[src/rtl/bus_node_receiver.sv]
// Serial frame receiver for the shared node bus: reassembles src/dst/mode/data,
// checks the 4-bit CRC and filters frames against this node's address.
module bus_node_receiver #(
  parameter logic [3:0] MY_ADDR = 4'd0
) (
  input  logic        clock,
  input  logic        reset,
  input  logic        bus_in,
  output logic        rx_valid,
  output logic [63:0] rx_data,
  output logic [3:0]  rx_src,
  output logic [1:0]  rx_mod,
  output logic        crc_err,
  output logic        busy,
  output logic [7:0]  frame_cnt,
  output logic [7:0]  err_cnt
);

  typedef enum logic [2:0] {
    ST_IDLE = 3'd0,
    ST_SRC  = 3'd1,
    ST_DST  = 3'd2,
    ST_MOD  = 3'd3,
    ST_DATA = 3'd4,
    ST_CRC  = 3'd5
  } state_t;

  // One MSB-first step of the x^4+x+1 LFSR.
  function automatic logic [3:0] crc4_step(input logic [3:0] c, input logic b);
    logic fb;
    fb = c[3] ^ b;
    return {c[2:0], 1'b0} ^ (fb ? 4'b0011 : 4'b0000);
  endfunction

  state_t      state_r;
  state_t      state_next_s;
  logic [5:0]  bit_cnt_r;
  logic [3:0]  lfsr_r;
  logic [73:0] frame_sh_r;   // {src, dst, mod, data} as shifted in
  logic [2:0]  crc_sh_r;

  logic        shift_s;
  logic        last_bit_s;
  logic [3:0]  crc_rx_s;
  logic        crc_ok_s;
  logic        accept_s;

  logic        rx_valid_r;
  logic [63:0] rx_data_r;
  logic [3:0]  rx_src_r;
  logic [1:0]  rx_mod_r;
  logic        crc_err_r;
  logic        busy_r;
  logic [7:0]  frame_cnt_r;
  logic [7:0]  err_cnt_r;

  // State register.
  always_ff @(posedge clock) begin
    if (reset) begin
      state_r <= ST_IDLE;
    end else begin
      state_r <= state_next_s;
    end
  end

  // Next-state logic: the bit counter marks the end of each field.
  always_comb begin
    state_next_s = state_r;
    case (state_r)
      ST_IDLE: if (bus_in) state_next_s = ST_SRC;  else state_next_s = ST_IDLE;
      ST_SRC:  if (bit_cnt_r == 6'd3)  state_next_s = ST_DST;  else state_next_s = ST_SRC;
      ST_DST:  if (bit_cnt_r == 6'd3)  state_next_s = ST_MOD;  else state_next_s = ST_DST;
      ST_MOD:  if (bit_cnt_r == 6'd1)  state_next_s = ST_DATA; else state_next_s = ST_MOD;
      ST_DATA: if (bit_cnt_r == 6'd63) state_next_s = ST_CRC;  else state_next_s = ST_DATA;
      ST_CRC:  if (bit_cnt_r == 6'd3)  state_next_s = ST_IDLE; else state_next_s = ST_CRC;
      default: state_next_s = ST_IDLE;
    endcase
  end

  // Decode of the current bit: shifting, CRC verdict and address filter.
  always_comb begin
    shift_s    = 1'b0;
    last_bit_s = 1'b0;
    accept_s   = 1'b0;
    if ((state_r == ST_SRC) || (state_r == ST_DST) ||
        (state_r == ST_MOD) || (state_r == ST_DATA)) begin
      shift_s = 1'b1;
    end else begin
      shift_s = 1'b0;
    end
    if ((state_r == ST_CRC) && (bit_cnt_r == 6'd3)) begin
      last_bit_s = 1'b1;
    end else begin
      last_bit_s = 1'b0;
    end
    crc_rx_s = {crc_sh_r, bus_in};
    crc_ok_s = (crc_rx_s == lfsr_r);
    case (frame_sh_r[65:64])
      2'b00:   accept_s = (frame_sh_r[69:66] == MY_ADDR);
      2'b01:   accept_s = 1'b1;
      default: accept_s = 1'b0;
    endcase
  end

  // Field counter, CRC accumulator and frame shift registers.
  always_ff @(posedge clock) begin
    if (reset) begin
      bit_cnt_r  <= 6'd0;
      lfsr_r     <= 4'd0;
      frame_sh_r <= 74'd0;
      crc_sh_r   <= 3'd0;
    end else begin
      if ((state_r == ST_IDLE) || (state_next_s != state_r)) begin
        bit_cnt_r <= 6'd0;
      end else begin
        bit_cnt_r <= bit_cnt_r + 6'd1;
      end
      if (state_r == ST_IDLE) begin
        lfsr_r <= 4'd0;
      end else if (shift_s) begin
        lfsr_r <= crc4_step(lfsr_r, bus_in);
      end
      if (shift_s) begin
        frame_sh_r <= {frame_sh_r[72:0], bus_in};
      end
      if (state_r == ST_CRC) begin
        crc_sh_r <= {crc_sh_r[1:0], bus_in};
      end
    end
  end

  // Registered strobes, held payload and saturating counters.
  always_ff @(posedge clock) begin
    if (reset) begin
      rx_valid_r  <= 1'b0;
      crc_err_r   <= 1'b0;
      busy_r      <= 1'b0;
      rx_data_r   <= 64'd0;
      rx_src_r    <= 4'd0;
      rx_mod_r    <= 2'd0;
      frame_cnt_r <= 8'd0;
      err_cnt_r   <= 8'd0;
    end else begin
      rx_valid_r <= last_bit_s & crc_ok_s & accept_s;
      crc_err_r  <= last_bit_s & ~crc_ok_s;
      busy_r     <= (state_next_s != ST_IDLE);
      if (last_bit_s && crc_ok_s && accept_s) begin
        rx_data_r <= frame_sh_r[63:0];
        rx_src_r  <= frame_sh_r[73:70];
        rx_mod_r  <= frame_sh_r[65:64];
        if (frame_cnt_r != 8'hFF) begin
          frame_cnt_r <= frame_cnt_r + 8'd1;
        end
      end
      if (last_bit_s && !crc_ok_s && (err_cnt_r != 8'hFF)) begin
        err_cnt_r <= err_cnt_r + 8'd1;
      end
    end
  end

  assign rx_valid  = rx_valid_r;
  assign rx_data   = rx_data_r;
  assign rx_src    = rx_src_r;
  assign rx_mod    = rx_mod_r;
  assign crc_err   = crc_err_r;
  assign busy      = busy_r;
  assign frame_cnt = frame_cnt_r;
  assign err_cnt   = err_cnt_r;

endmodule

[config.mk]
export PLATFORM = sky130hd
export DESIGN_NAME = bus_node_receiver
export DESIGN_NICKNAME = d
export VERILOG_FILES = /design/src/rtl/bus_node_receiver.sv
export SDC_FILE = /design/constraint.sdc
export NUM_CORES = 1
export LEC_CHECK = 0
export ABC_AREA = 1
export CORE_MARGIN = 4
export CORE_UTILIZATION = 40
export CTS_CLUSTER_DIAMETER = 150
export CTS_CLUSTER_SIZE = 14
export DETAILED_ROUTE_END_ITERATION = 8
export GPL_ROUTABILITY_DRIVEN = 0
export GPL_TIMING_DRIVEN = 0
export PLACE_DENSITY = 0.63
export SLEW_MARGIN = 25
export SYNTH_ARGS = -nofsm -noshare
export SYNTH_HDL_FRONTEND = slang
export SYNTH_SLANG_ARGS = --single-unit
[constraint.sdc]
create_clock -name clock -period 2.28 [get_ports clock]
set_input_delay 0.456 -clock clock [delete_from_list [all_inputs] [get_ports clock]]
set_output_delay 0.456 -clock clock [all_outputs]
set_load 0.1 [all_outputs]
Yosys cells after proc, flatten, opt, wreduce, memory -nomap -nowiden
Cells that the tools add are included.
- $mul: 0
- multiplexer cells: 11
- reduce and logical (&&, ||, !) cells: 17
- magnitude comparators: 0
- $add $sub $neg: 3
- eq/ne operators: 13
- bitwise gates (word level): 6
- shift operators: 0
- div/mod/pow operators: 0
- operators with widths (kind ; number):
    one-hot mux 3 bit (6 select lines) ; 1
    adder 8 x 1 -> 8 bit, second input constant ; 2
    != test 8 bit, second input constant ; 2
    adder 6 x 1 -> 6 bit, second input constant ; 1
    equality test 3 x 2 -> 1 bit, second input constant ; 2
    equality test 3 bit, second input constant ; 2
    equality test 6 x 1 -> 1 bit, second input constant ; 1
    equality test 6 x 2 -> 1 bit, second input constant ; 1
    equality test 6 bit, second input constant ; 1
    two-way mux 3 bit ; 2
    logical AND 1 bit ; 5
    two-way mux 1 bit ; 5
    equality test 4 bit ; 1
    zero test 4 bit ; 1
    logical OR 1 bit ; 4
    two-way mux 2 bit ; 2
    OR reduction 2 bit ; 2
    XOR 4 x 2 -> 4 bit ; 1
    AND 1 bit ; 3
    equality test 3 x 1 -> 1 bit, second input constant ; 1
    zero test 3 bit ; 1
    != test 3 bit ; 1
    nonzero test 3 bit ; 1
    equality test 2 x 1 -> 1 bit, second input constant ; 1
    other kinds (6) ; 6
- bits in registers: 179
- memories kept: 0
- bits in writable memories: 0
- latch bits: 0
- word-level logic and storage cells: 63
- memory bits (read-only): 0

Longest topological paths before layout
- depth after elaboration: 6
- depth in mapped cells: 12
- mapped depth without buffers: 10

Worst setup path after synthesis
No wires, ideal clock.
- path type: reg2reg
- start point: register frame_cnt_r[0], in the netlist frame_cnt[0]
- end point: register frame_cnt_r[5], in the netlist frame_cnt[5]
- stages on the path, launching flop included: 10
- library setup time: 0.070 ns
- required time: 2.210 ns
- period minus slack after synthesis: 2.391 ns
- arrival: 2.320 ns
- path slack: -0.111 ns
- path through: dfxtp_1 -> ha_1 -> nand2_1 -> inv_1 -> nand3_1 -> nor2_1 -> nand2_1 -> nand3_1 -> nand2_1 -> a21oi_1
- cells in the longest elaborated chain, start to end: 2
- elaborated cells on any way between the ends: 3
- classes of those cells: add/sub (1); eq/ne (1); reduce/logical (1)
- RTL lines (item ; RTL line ; text):
    start, declared ; 54 ; logic [7:0] frame_cnt_r;
    start signal, assigned ; 152 ; frame_cnt_r <= frame_cnt_r + 8'd1;
    branches (longest 2 deep; another with adder 8 x 1 -> 8 bit) ; -- ;
Parallel ways; which one is timed is not known.
A chain may end at the register's enable or synchronous reset.

Worst setup path in the final report
- start point: register err_cnt_r[2], in the netlist err_cnt[2]
- end point: output port err_cnt[2]
- RTL lines (item ; RTL line ; text):
    start, declared ; 55 ; logic [7:0] err_cnt_r;
    start signal, assigned ; 156 ; err_cnt_r <= err_cnt_r + 8'd1;
    end, declared ; 16 ; output logic [7:0] err_cnt
No word-level cell between the ends.

==> summary.md <==
| Metric | Value |
|---|---|
| DRT Wirelength | `15140 µm` |
| Final min period | `~2.2 ns` |
| Initial DRT Pass Iterations | `5` |
| Fin worst setup slack | `0.07601 ns` |
| Final nets | `1005` |
| Hold WC Path Type | `register to register` |
| Slew Limit Fails | `0` |
| Synth Register Bits | `179` |
| Hold EP | `rx_mod[1]` |
| CP bufs+invs | `1` |
| F_max | `453.7 MHz` |
| DRT iter0 DRCs | `407` |
| Hold buffers post-CTS | `0` |
| Dominant cells by area after synthesis | `dfxtp_1, nor2_1, o21ai_0` |
| Crit Path Max Fanout | `6` |
| Wirelength per Cell | `12.30 µm` |
| Seq pwr share | `roughly half` |
| Status | `finished clean` |
| HP Start | `rx_mod[1]` |
| Root buffer cell | `clkbuf_16` |
| Vias in the first global route | `5341` |
| Grt total ovfl | `0` |
| Period utilization | `a little over nine tenths` |
| Pleak | `3.759 nW` |
| Pre-CTS worst setup slack | `-0.2677 ns` |
| H-tree depth | `4` |
| Global-route wire length before repair | `25640 µm` |
| Setup Skew | `0.01060 ns` |
| Number of synthesized flops with an enable pin | `0` |
| Core ar. | `between 15000 and 20000 µm²` |
| Post-route ant nets | `0` |
| Top delay family on crit path | `buffers and inverters` |
| Routed vias | `5809` |
| Reg2reg setup slack | `0.37 ns` |
| NetSw | `between 1.5 and 2 mW` |
| Total CTS buffers | `17` |
| Die Width | `137.8 µm` |
| Cell area after synthesis | `6739 µm²` |
| Setup CP Type | `register to output port` |
| PortBufs | `just over 90` |
| Total GRT Usage | `about 17%` |
| Clock Path Buffers | `2` |
| Final hold violation count | `0` |
| R2R depth | `8` |
| # IOs | `92` |
| Share of power burned in the clock network | `43.8%` |
| Critical R2R Capture | `frame_cnt[3]` |
| Switching portion of total power | `25.21%` |
| Critical Path AT | `1.75 ns` |
| Critical path capture point type | `output port` |
| Share of post-route cells with drive strength above 1 | `6.429%` |
| Max cap viols | `0` |
| Comb pwr share | `between 6 and 7%` |
| Dpl hpwl | `10530 µm` |
| Largest net degree at the start of global routing | `18` |
| Starting density of the core | `40.78%` |
| Synth Instances | `888` |
| CTS tree | `built` |
| Hold path depth | `2` |
| CTS clock-pin slew for the worst setup and hold paths | `around 0.070 ns` |
| Peak supply drop | `0.4807 mV` |
| Worst-Margin Slew | `1.006 ns` |
| Initial antenna violation count | `0` |
| Synth top area share | `53.17%` |
| Die Y | `approximately 140 µm` |
| Syn Nets | `895` |
| Post-DR vias/cell | `4.719` |
| Syn Area/Cell | `7.589 µm²` |
| DRC viols | `0` |
| Critical Path Max Stage Delay | `0.89 ns` |
| Critical Path RT | `1.82 ns` |
| Die area | `18990 µm²` |
| Clock sink total | `179` |
| P_int | `4.985 mW` |
| Predominant post-synthesis flop cell | `dfxtp_1` |
| Pwr Density | `792.1 nW/µm²` |
| RSZ-0062 raised after global routing | `false` |
| Sequential share of the synthesized area | `53.17%` |
| Insertion delay to the later sink of the worst-skew pair | `0.43 ns` |
| Area leader, netlist | `dfxtp_1` |
| Slowest stage cell, crit path | `dlygate4sd2_1` |
| Number of distinct library cells after synthesis | `25` |
| CP Cell Sequence | `dlygate4sd2_1` |
| P&R area growth vs syn | `24.86%` |
| Type of origin of the critical path | `register` |
| Worst R2R Start | `bit_cnt_r[0]` |
| Cell Rows | `between 40 and 50` |
| YS warnings | `0` |
| Final setup viols | `0` |
| Slew margin rel. | `33.21%` |
| Diode count | `0` |
| Hold_ws | `0.4412 ns` |
| FFs w/ async S/R, synth | `0%` |
## flip-flops by register name, summed over array words and instances (netlist names)
name,flops
rx_data,64
lfsr_r,4
crc_sh_r,3
bit_cnt_r,6
rx_valid,1
rx_mod,2
err_cnt,8
frame_cnt,8
busy,1
rx_src,4
crc_err,1
state_r,3
frame_sh_r,74
## cells in the mapped netlist, types with 3 or more instances
cell type / instances
inv_1: 30
buf_4: 5
ha_1: 4
xor2_1: 8
nor2_4: 4
inv_2: 3
xnor2_1: 4
nand2_1: 67
clkbuf_1: 35
nand4_1: 13
nand2_2: 3
buf_2: 6
nor2_2: 4
o21ai_0: 152
nor3_1: 5
nor2_1: 311
a21oi_1: 26
nand3_1: 21
dfxtp_1: 179
## power groups by stage
stage	clock (mW)	sequential [mW]	combinational, mW
3_3_place_gp	0	3.41	0.405
5_1_grt	3.13	3.36	0.484
3_5_place_dp	0	3.41	0.411
2_1_floorplan	0	3.39	0.304
6_report	2.92	3.34	0.408
4_1_cts	3.00	3.34	0.413
## through the flow
stage                     cell area, µm²  utilization, %  std cells  total power, mW  setup TNS, ns
after CTS                           8408           50.88       1231            6.751              0
after global routing                8414           50.92       1231            6.967              0
after floorplan                     6743               -        888            3.698              0
final                               8414           50.92       1231            6.665              0
after global placement              7929           47.98       1199            3.813         -13.38
after detailed placement            7929           47.98       1199            3.820         -10.64
## logic make-up after synthesis
| logic type | count (synthesis) | synth area share, % |
|---|---|---|
| XOR/XNOR | 12 | 1.560 |
| AND/OR/NAND/NOR | 430 | 25.79 |
| AO/OA/AOI/OAI | 181 | 13.54 |
| flip-flops | 179 | 53.17 |
| buffers and inverters | 82 | 5.199 |
| adder cells (fa/ha/maj) | 4 | 0.7427 |
## placed cells by master, fill, tap and decap left out, drive strengths merged
| master | count |
|---|---|
| clkbuf | 54 |
| nand4 | 13 |
| nor3 | 5 |
| xnor2 | 4 |
| nand2 | 71 |
| dlygate4sd2 | 88 |
| buf | 13 |
| xor2 | 8 |
| dfxtp | 179 |
| clkdlybuf4s50 | 2 |
| ha | 4 |
| a31oi | 2 |
| clkdlybuf4s15 | 1 |
| a21oi | 26 |
| nand3b | 1 |
| clkinvlp | 3 |
| nor2 | 319 |
| o21ai | 152 |
| inv | 41 |
| clkinv | 2 |
| nand3 | 21 |
| a311oi | 1 |
| bufinv | 1 |
## metal layers
layer / GRT usage (%) / wire length, µm / up-vias
met5: 0 / 0 / -
met4: 4.830 / 166 / 0
met3: 4.164 / 633 / 10
met2: 26.27 / 6805 / 94
met1: 23.02 / 7538 / 2620
li1: - / - / 3085
## area by class of cell
cell class | count | area (µm²)
sequential | 179 | 3587
clock buffer | 19 | 452.9
tap | 220 | 275.3
buffer | 48 | 221.5
multi-input combinational | 627 | 2810
clock inverter | 13 | 137.6
fill | 1702 | 8110
timing repair buffer | 91 | 800.8
inverter | 34 | 128.9
## worst max-delay path by stage
stage	startpoint	to	slack, ns	cells after the start
floorplan	err_cnt[0]	err_cnt[2]	0.02	7
global placement	bus_in	frame_cnt[1]	-0.26	10
detailed placement	bus_in	frame_cnt[3]	-0.27	10
CTS	frame_cnt[5]	frame_cnt[5]	0.03	1
global route	frame_cnt[3]	frame_cnt[3]	0.02	1
finish	err_cnt[2]	err_cnt[2]	0.08	1
## what timing repair did
item / in CTS / in global routing
buffers inserted: 0 / 0
gates resized for setup: 89 / 2
endpoints found under the setup margin: 89 / 9
gates cloned: 0 / 0
No activity file was read; power rests on OpenSTA's default activity.
==> variant 1: new RTL, config.mk and constraints unchanged <==
Register the output `rx_data` once more, without a reset; this adds one clock of latency there. The other outputs are not delayed to match.
--- a/src/rtl/bus_node_receiver.sv
+++ b/src/rtl/bus_node_receiver.sv
@@ -161,3 +161,5 @@
   assign rx_valid  = rx_valid_r;
-  assign rx_data   = rx_data_r;
+  always_ff @(posedge clock) begin
+    rx_data <= rx_data_r;
+  end
   assign rx_src    = rx_src_r;
Function: no difference found for any inputs over 10 cycles, from zero or initial values and one cycle with reset high; that may be too few to reach the edited logic, so the function may still have changed.
==> variant 1 against the unedited design <==
  * Sequential cell count is 64 higher
  * Area after synthesis is 19% higher
  * Worst setup slack worse by 14 ps
  * Power is 19% higher
  * Fmax is 0.64% lower
  * Critical path depth stayed put
  * Final cell count is 7.9% higher
  * Clock skew is 4.5 ps higher
  * Clock power is 6% higher
  * Wire length is 6.0% higher
  * Combinational power is 2% lower
  * Count of clock-buffer cells in the layout is 2 higher
  * Cell area is 15% higher
  * Synthesized cell count is 6.9% higher
  * Largest cell class unchanged
==> variant 1: results (changes against the unedited design) <==
yosys:
  commonest_cells_post_synth: "nor2_1 (309), dfxtp_1 (243), o21ai_0 (151), nand2_1 (61), clkbuf_1 (38)"  # was nor2_1 (311), dfxtp_1 (179), o21ai_0 (152), nand2_1 (67), clkbuf_1 (35)
  share_of_synthesized_registers_carrying_an_async_set_or_reset_pct: 0  # unchanged
  post_synth_main_area_contributors: "dfxtp_1 (61%), nor2_1 (15%), o21ai_0 (9.5%)"  # was dfxtp_1 (53%), nor2_1 (17%), o21ai_0 (11%)
  synth-warning-count: 0  # unchanged
  yosysSeqAreaShare_pct: 60.9  # was 53.2%
  postSynthNetCount: 956  # was 895
  yosysUniqueCellTypes: 24  # was 25
  synth.most_common_cell: "nor2_1"  # unchanged
  yosys_most_used_dff: "dfxtp_1"  # unchanged
timing:
  clock-skew-final_ps: 15.1  # was 10.6 ps
  final_hold_violations: 0  # unchanged
  max_clock_freq_mhz: 451  # was 454 MHz
  worstMarginPinSlew_ps: 971  # was 1010 ps
critical_path:
  crit_fanout: 3  # was 6
  worst_setup_path_startpoint: "err_cnt[6]"  # was err_cnt[2]
  slowest_stage_delay_cp_ps: 870  # was 890 ps
  cp-endpoint: "err_cnt[6]"  # was err_cnt[2]
  setup.reg_to_reg.worst_slack_ps: 280  # was 370 ps
  critPathSlowestCell: "dlygate4sd2_1"  # unchanged
  worst-r2r-cell-count: 8  # unchanged
  timing.critical_path.max_delay_family: "buffers and inverters"  # unchanged
  crit-reg2reg-launch: "bit_cnt_r[0]"  # unchanged
  arr_time_crit_path_ps: 1760
  critical_path.reg2reg.endpoint: "frame_cnt[1]"  # was frame_cnt[3]
global_route:
  grt_start_max_net_pins: 15  # was 18
  first_global_vias: 5683  # was 5341
  grt_overflow: 0  # unchanged
  globalRouteTotalUtil_pct: 14.5  # was 16.8%
  grt_antenna_before_repair: 0  # unchanged
  grt_pass1_wl_mm: 27.2  # was 25.6 mm
placement:
  dp_slack_ps: -274  # was -268 ps
  io_buffer_count: 91  # unchanged
  hpwl_mm: 11.0  # was 10.5 mm
detailed_routing:
  avgRoutedWirePerCell_um: 12.1  # was 12.3 um
  detailedRoute.firstPassIterationCount: 4  # was 5
  route.detailed.vias_per_inst: 4.67  # was 4.72
  initialDrtViolationCount: 244  # was 407
cells_and_area:
  nNetsFinal: 1070  # was 1005
  fillers: 1956  # was 1702
  largest_registers: "frame_sh_r: 74 flops, rx_data: 64 flops, rx_data_r: 64 flops"
  layout-drive-gt1-share_pct: 5.36  # was 6.43%
clock_network:
  cts-root-to-sink-buffers: 3  # was 2
  cts_made_buffers: 21  # was 17
  cts.root.buffer_cell: "clkbuf_16"  # unchanged
  clkLatencyLatePin_ps: 500  # was 430 ps
  htreeDepth: 1  # was 4
  cts_setup_buffers: 0  # unchanged
min_path:
  hold_path.class: "reg2reg"  # unchanged
  worstHoldPathCells: 0  # was 2
outcome:
  result_of_the_run: "finished, final reports clean"  # unchanged
power_and_ir_drop:
  ir_drop_mv: 0.503  # was 0.481 mV
  power.leakage_nw: 4.22  # was 3.76 nW
## variant 1: worst min-delay path by stage
stage | start | to | slack, ps
6_report | rx_data_r[63] | rx_data[63] | 350
5_1_grt | rx_data_r[63] | rx_data[63] | 350
4_1_cts | rx_data_r[63] | rx_data[63] | 350
3_5_place_dp | rx_data_r[23] | rx_data[23] | 340
3_3_place_gp | rx_data_r[55] | rx_data[55] | 340
2_1_floorplan | rx_data_r[0] | rx_data[0] | 330
## variant 1: kinds of logic (layout without fill, tap and decap cells)
family | after synthesis | count (layout) | synth area share, %
AND/OR/NAND/NOR | 426 | 426 | 21.5
AO/OA/AOI/OAI | 181 | 181 | 11.4
buffers and inverters | 81 | 195 | 4.12
flip-flops | 243 | 243 | 60.9
XOR/XNOR | 14 | 14 | 1.53
adder cells (fa/ha/maj) | 4 | 4 | 0.626
## variant 1: per-stage QoR
stage	cells	area (um^2)	power, mW
2_1_floorplan	949	7990	4.83
3_3_place_gp	1305	9230	4.94
3_5_place_dp	1305	9230	4.95
4_1_cts	1328	9680	8.04
5_1_grt	1328	9670	8.29
6_report	1328	9670	7.95
## variant 1: layer usage
layer | part of all wire, % | vias to the layer above | GRT usage, %
li1 | - | 3276 | -
met1 | 48 | 2772 | 20.3
met2 | 45 | 124 | 23.2
met3 | 5.4 | 25 | 2.95
met4 | 1.6 | 0 | 3.25
met5 | 0 | - | 0
## variant 1: layout make-up
cell class	count	area, um^2	share of cell area, %
well taps	265	332	3.43
plain buffers	48	204	2.11
clock buffers	21	526	5.44
clock inverters	2	20.0	0.207
flip-flops and latches	243	4870	50.3
repair buffers	91	801	8.28
multi-input cells	625	2800	28.9
inverters	33	125	1.29
## variant 1: power breakdown
group          internal [mW]  total, mW  switching (mW)
clock network           1.64       3.10            1.45
logic                  0.124      0.399           0.275
registers               4.37       4.45          0.0851
total                   6.14       7.95            1.81
## variant 1: repair_timing
action,4_1_cts,5_1_grt
pin swaps,0,0
resized for setup,96,9
endpoints found under the setup margin,89,7
==> variant 2: new RTL, same settings <==
Made on the original files. Reset style: asynchronous (`reset`), changed in 3 clocked blocks.
--- a/src/rtl/bus_node_receiver.sv
+++ b/src/rtl/bus_node_receiver.sv
@@ -57,3 +57,3 @@
   // State register.
-  always_ff @(posedge clock) begin
+  always_ff @(posedge clock or posedge reset) begin
     if (reset) begin
@@ -105,3 +105,3 @@
   // Field counter, CRC accumulator and frame shift registers.
-  always_ff @(posedge clock) begin
+  always_ff @(posedge clock or posedge reset) begin
     if (reset) begin
@@ -132,3 +132,3 @@
   // Registered strobes, held payload and saturating counters.
-  always_ff @(posedge clock) begin
+  always_ff @(posedge clock or posedge reset) begin
     if (reset) begin
Check against the original RTL: differs if reset is asserted again (counterexample within 4 cycles, from zero or initial values and one cycle with reset high); with reset held inactive, the same outputs for 10 cycles.
==> variant 2 against the unedited design <==
  * Non-clock buffer count is 9 lower
  * Worst setup slack worse by 0.97 ps
  * Area after synthesis is 16% higher
  * Fmax hardly changed
  * First-iteration DRC count is 38% lower
  * Power is 3.0% lower
  * Critical path type unchanged
  * Sequential cell count stayed put
  * Cell area is 15% higher
  * Wire length is 1.7% lower
==> variant 2: results (changes against the unedited design) <==
outcome:
  result_of_the_run: "finished, final reports clean"  # unchanged
cells_and_area:
  fillers: 1791  # was 1702
  layout.non_clock_buffers: 130  # was 139
  comb.multi_input.count: 461  # was 627
  n_sequential_cell: 179  # unchanged
  finish.utilization_pct: 51.0  # was 50.9%
  nNetsFinal: 907  # was 1005
  final-instance-count-excl-fill: 1173  # was 1231
  layout-drive-gt1-share_pct: 20.7  # was 6.43%
  final-nonclk-buf-share_pct: 13.2  # was 12.1%
  seqAreaFraction_pct: 46.3  # was 42.6%
  clock_cell_area_share_pct: 5.96  # was 7.02%
yosys:
  share_of_synthesized_registers_carrying_an_async_set_or_reset_pct: 100  # was 0%
  yosysUniqueCellTypes: 33  # was 25
  syn-instance-count: 783  # was 888
  synth-xor-area-share_pct: 2.47  # was 1.56%
  synth_compound_gate_area_share_pct: 13.3  # was 13.5%
  yosysSeqAreaShare_pct: 57.3  # was 53.2%
  post_synth_fa_ha_maj_area_fraction_pct: 0.641  # was 0.743%
  yosys_most_used_dff: "dfrtp_1"  # was dfxtp_1
  post_synth_main_area_contributors: "dfrtp_1 (57%), nand2_1 (8.0%), o21ai_2 (6.8%)"  # was dfxtp_1 (53%), nor2_1 (17%), o21ai_0 (11%)
  commonest_cells_post_synth: "dfrtp_1 (179), nand2_1 (166), inv_1 (105), o21ai_0 (87), o21ai_2 (61)"  # was nor2_1 (311), dfxtp_1 (179), o21ai_0 (152), nand2_1 (67), clkbuf_1 (35)
  synth-warning-count: 0  # unchanged
  postSynthNetCount: 790  # was 895
placement:
  hpwl_mm: 10.6  # was 10.5 mm
  dp_slack_ps: 17.8  # was -268 ps
  placement.cell_area_mm2: 0.00921  # was 0.00793 mm^2
  placed_cells: 1141  # was 1199
critical_path:
  critPathSlowestCell: "clkdlybuf4s15_1"  # was dlygate4sd2_1
  worst-r2r-cell-count: 9  # was 8
  critical_path.reg2reg.endpoint: "frame_sh_r[56]"  # was frame_cnt[3]
  crit_fanout: 7  # was 6
  slowest_stage_delay_cp_ps: 860  # was 890 ps
  setup.reg_to_reg.worst_slack_ps: 430  # was 370 ps
detailed_routing:
  wl_mm: 14.9  # was 15.1 mm
  detailedRoute.firstPassIterationCount: 4  # was 5
  route.detailed.vias_per_inst: 4.54  # was 4.72
  initialDrtViolationCount: 253  # was 407
power_and_ir_drop:
  intPower_mw: 4.95  # was 4.98 mW
  clock_power_share_pct: 43.9  # was 43.8%
  power.leakage_nw: 5.05  # was 3.76 nW
  power_density_mw_per_mm2: 668  # was 792 mW/mm^2
  ir_drop_mv: 0.526  # was 0.481 mV
  power.share.sequential_pct: 51.2  # was 50.1%
global_route:
  first_global_vias: 5358  # was 5341
  grt_start_max_net_pins: 32  # was 18
  globalRouteTotalUtil_pct: 14.6  # was 16.8%
  grt_pass1_wl_mm: 26.3  # was 25.6 mm
min_path:
  hold_path.class: "in2async"  # was reg2reg
timing:
  final_hold_violations: 0  # unchanged
  worst_slew_margin_rel_pct: 32.1  # was 33.2%
  holdWs_ps: 363  # was 441 ps
floorplan:
  coreArea_mm2: 0.0190  # was 0.0165 mm^2
variant 2: per-layer routing:
layer | global-route usage (%) | vias up | share of wire, %
met5 | 0 | - | 0
met3 | 3.34 | 12 | 4.2
met4 | 4.66 | 0 | 1.0
met2 | 23.2 | 85 | 46
li1 | - | 2706 | -
met1 | 20.0 | 2524 | 48
variant 2: how the worst max path moves through the flow:
stage                     startpoint      endpoint  slack, ps
after floorplan                reset  bit_cnt_r[0]       -470
after global placement         reset   rx_data[23]      -2020
after detailed placement      bus_in   rx_data[55]         20
after CTS                 err_cnt[2]    err_cnt[2]         20
after global routing      err_cnt[2]    err_cnt[2]          4
final                     err_cnt[2]    err_cnt[2]         80
variant 2: repair_timing:
item	in CTS	in global routing
endpoints found under the hold margin	0	0
endpoints found under the setup margin	89	4
setup buffers	0	0
gates resized for setup	89	5
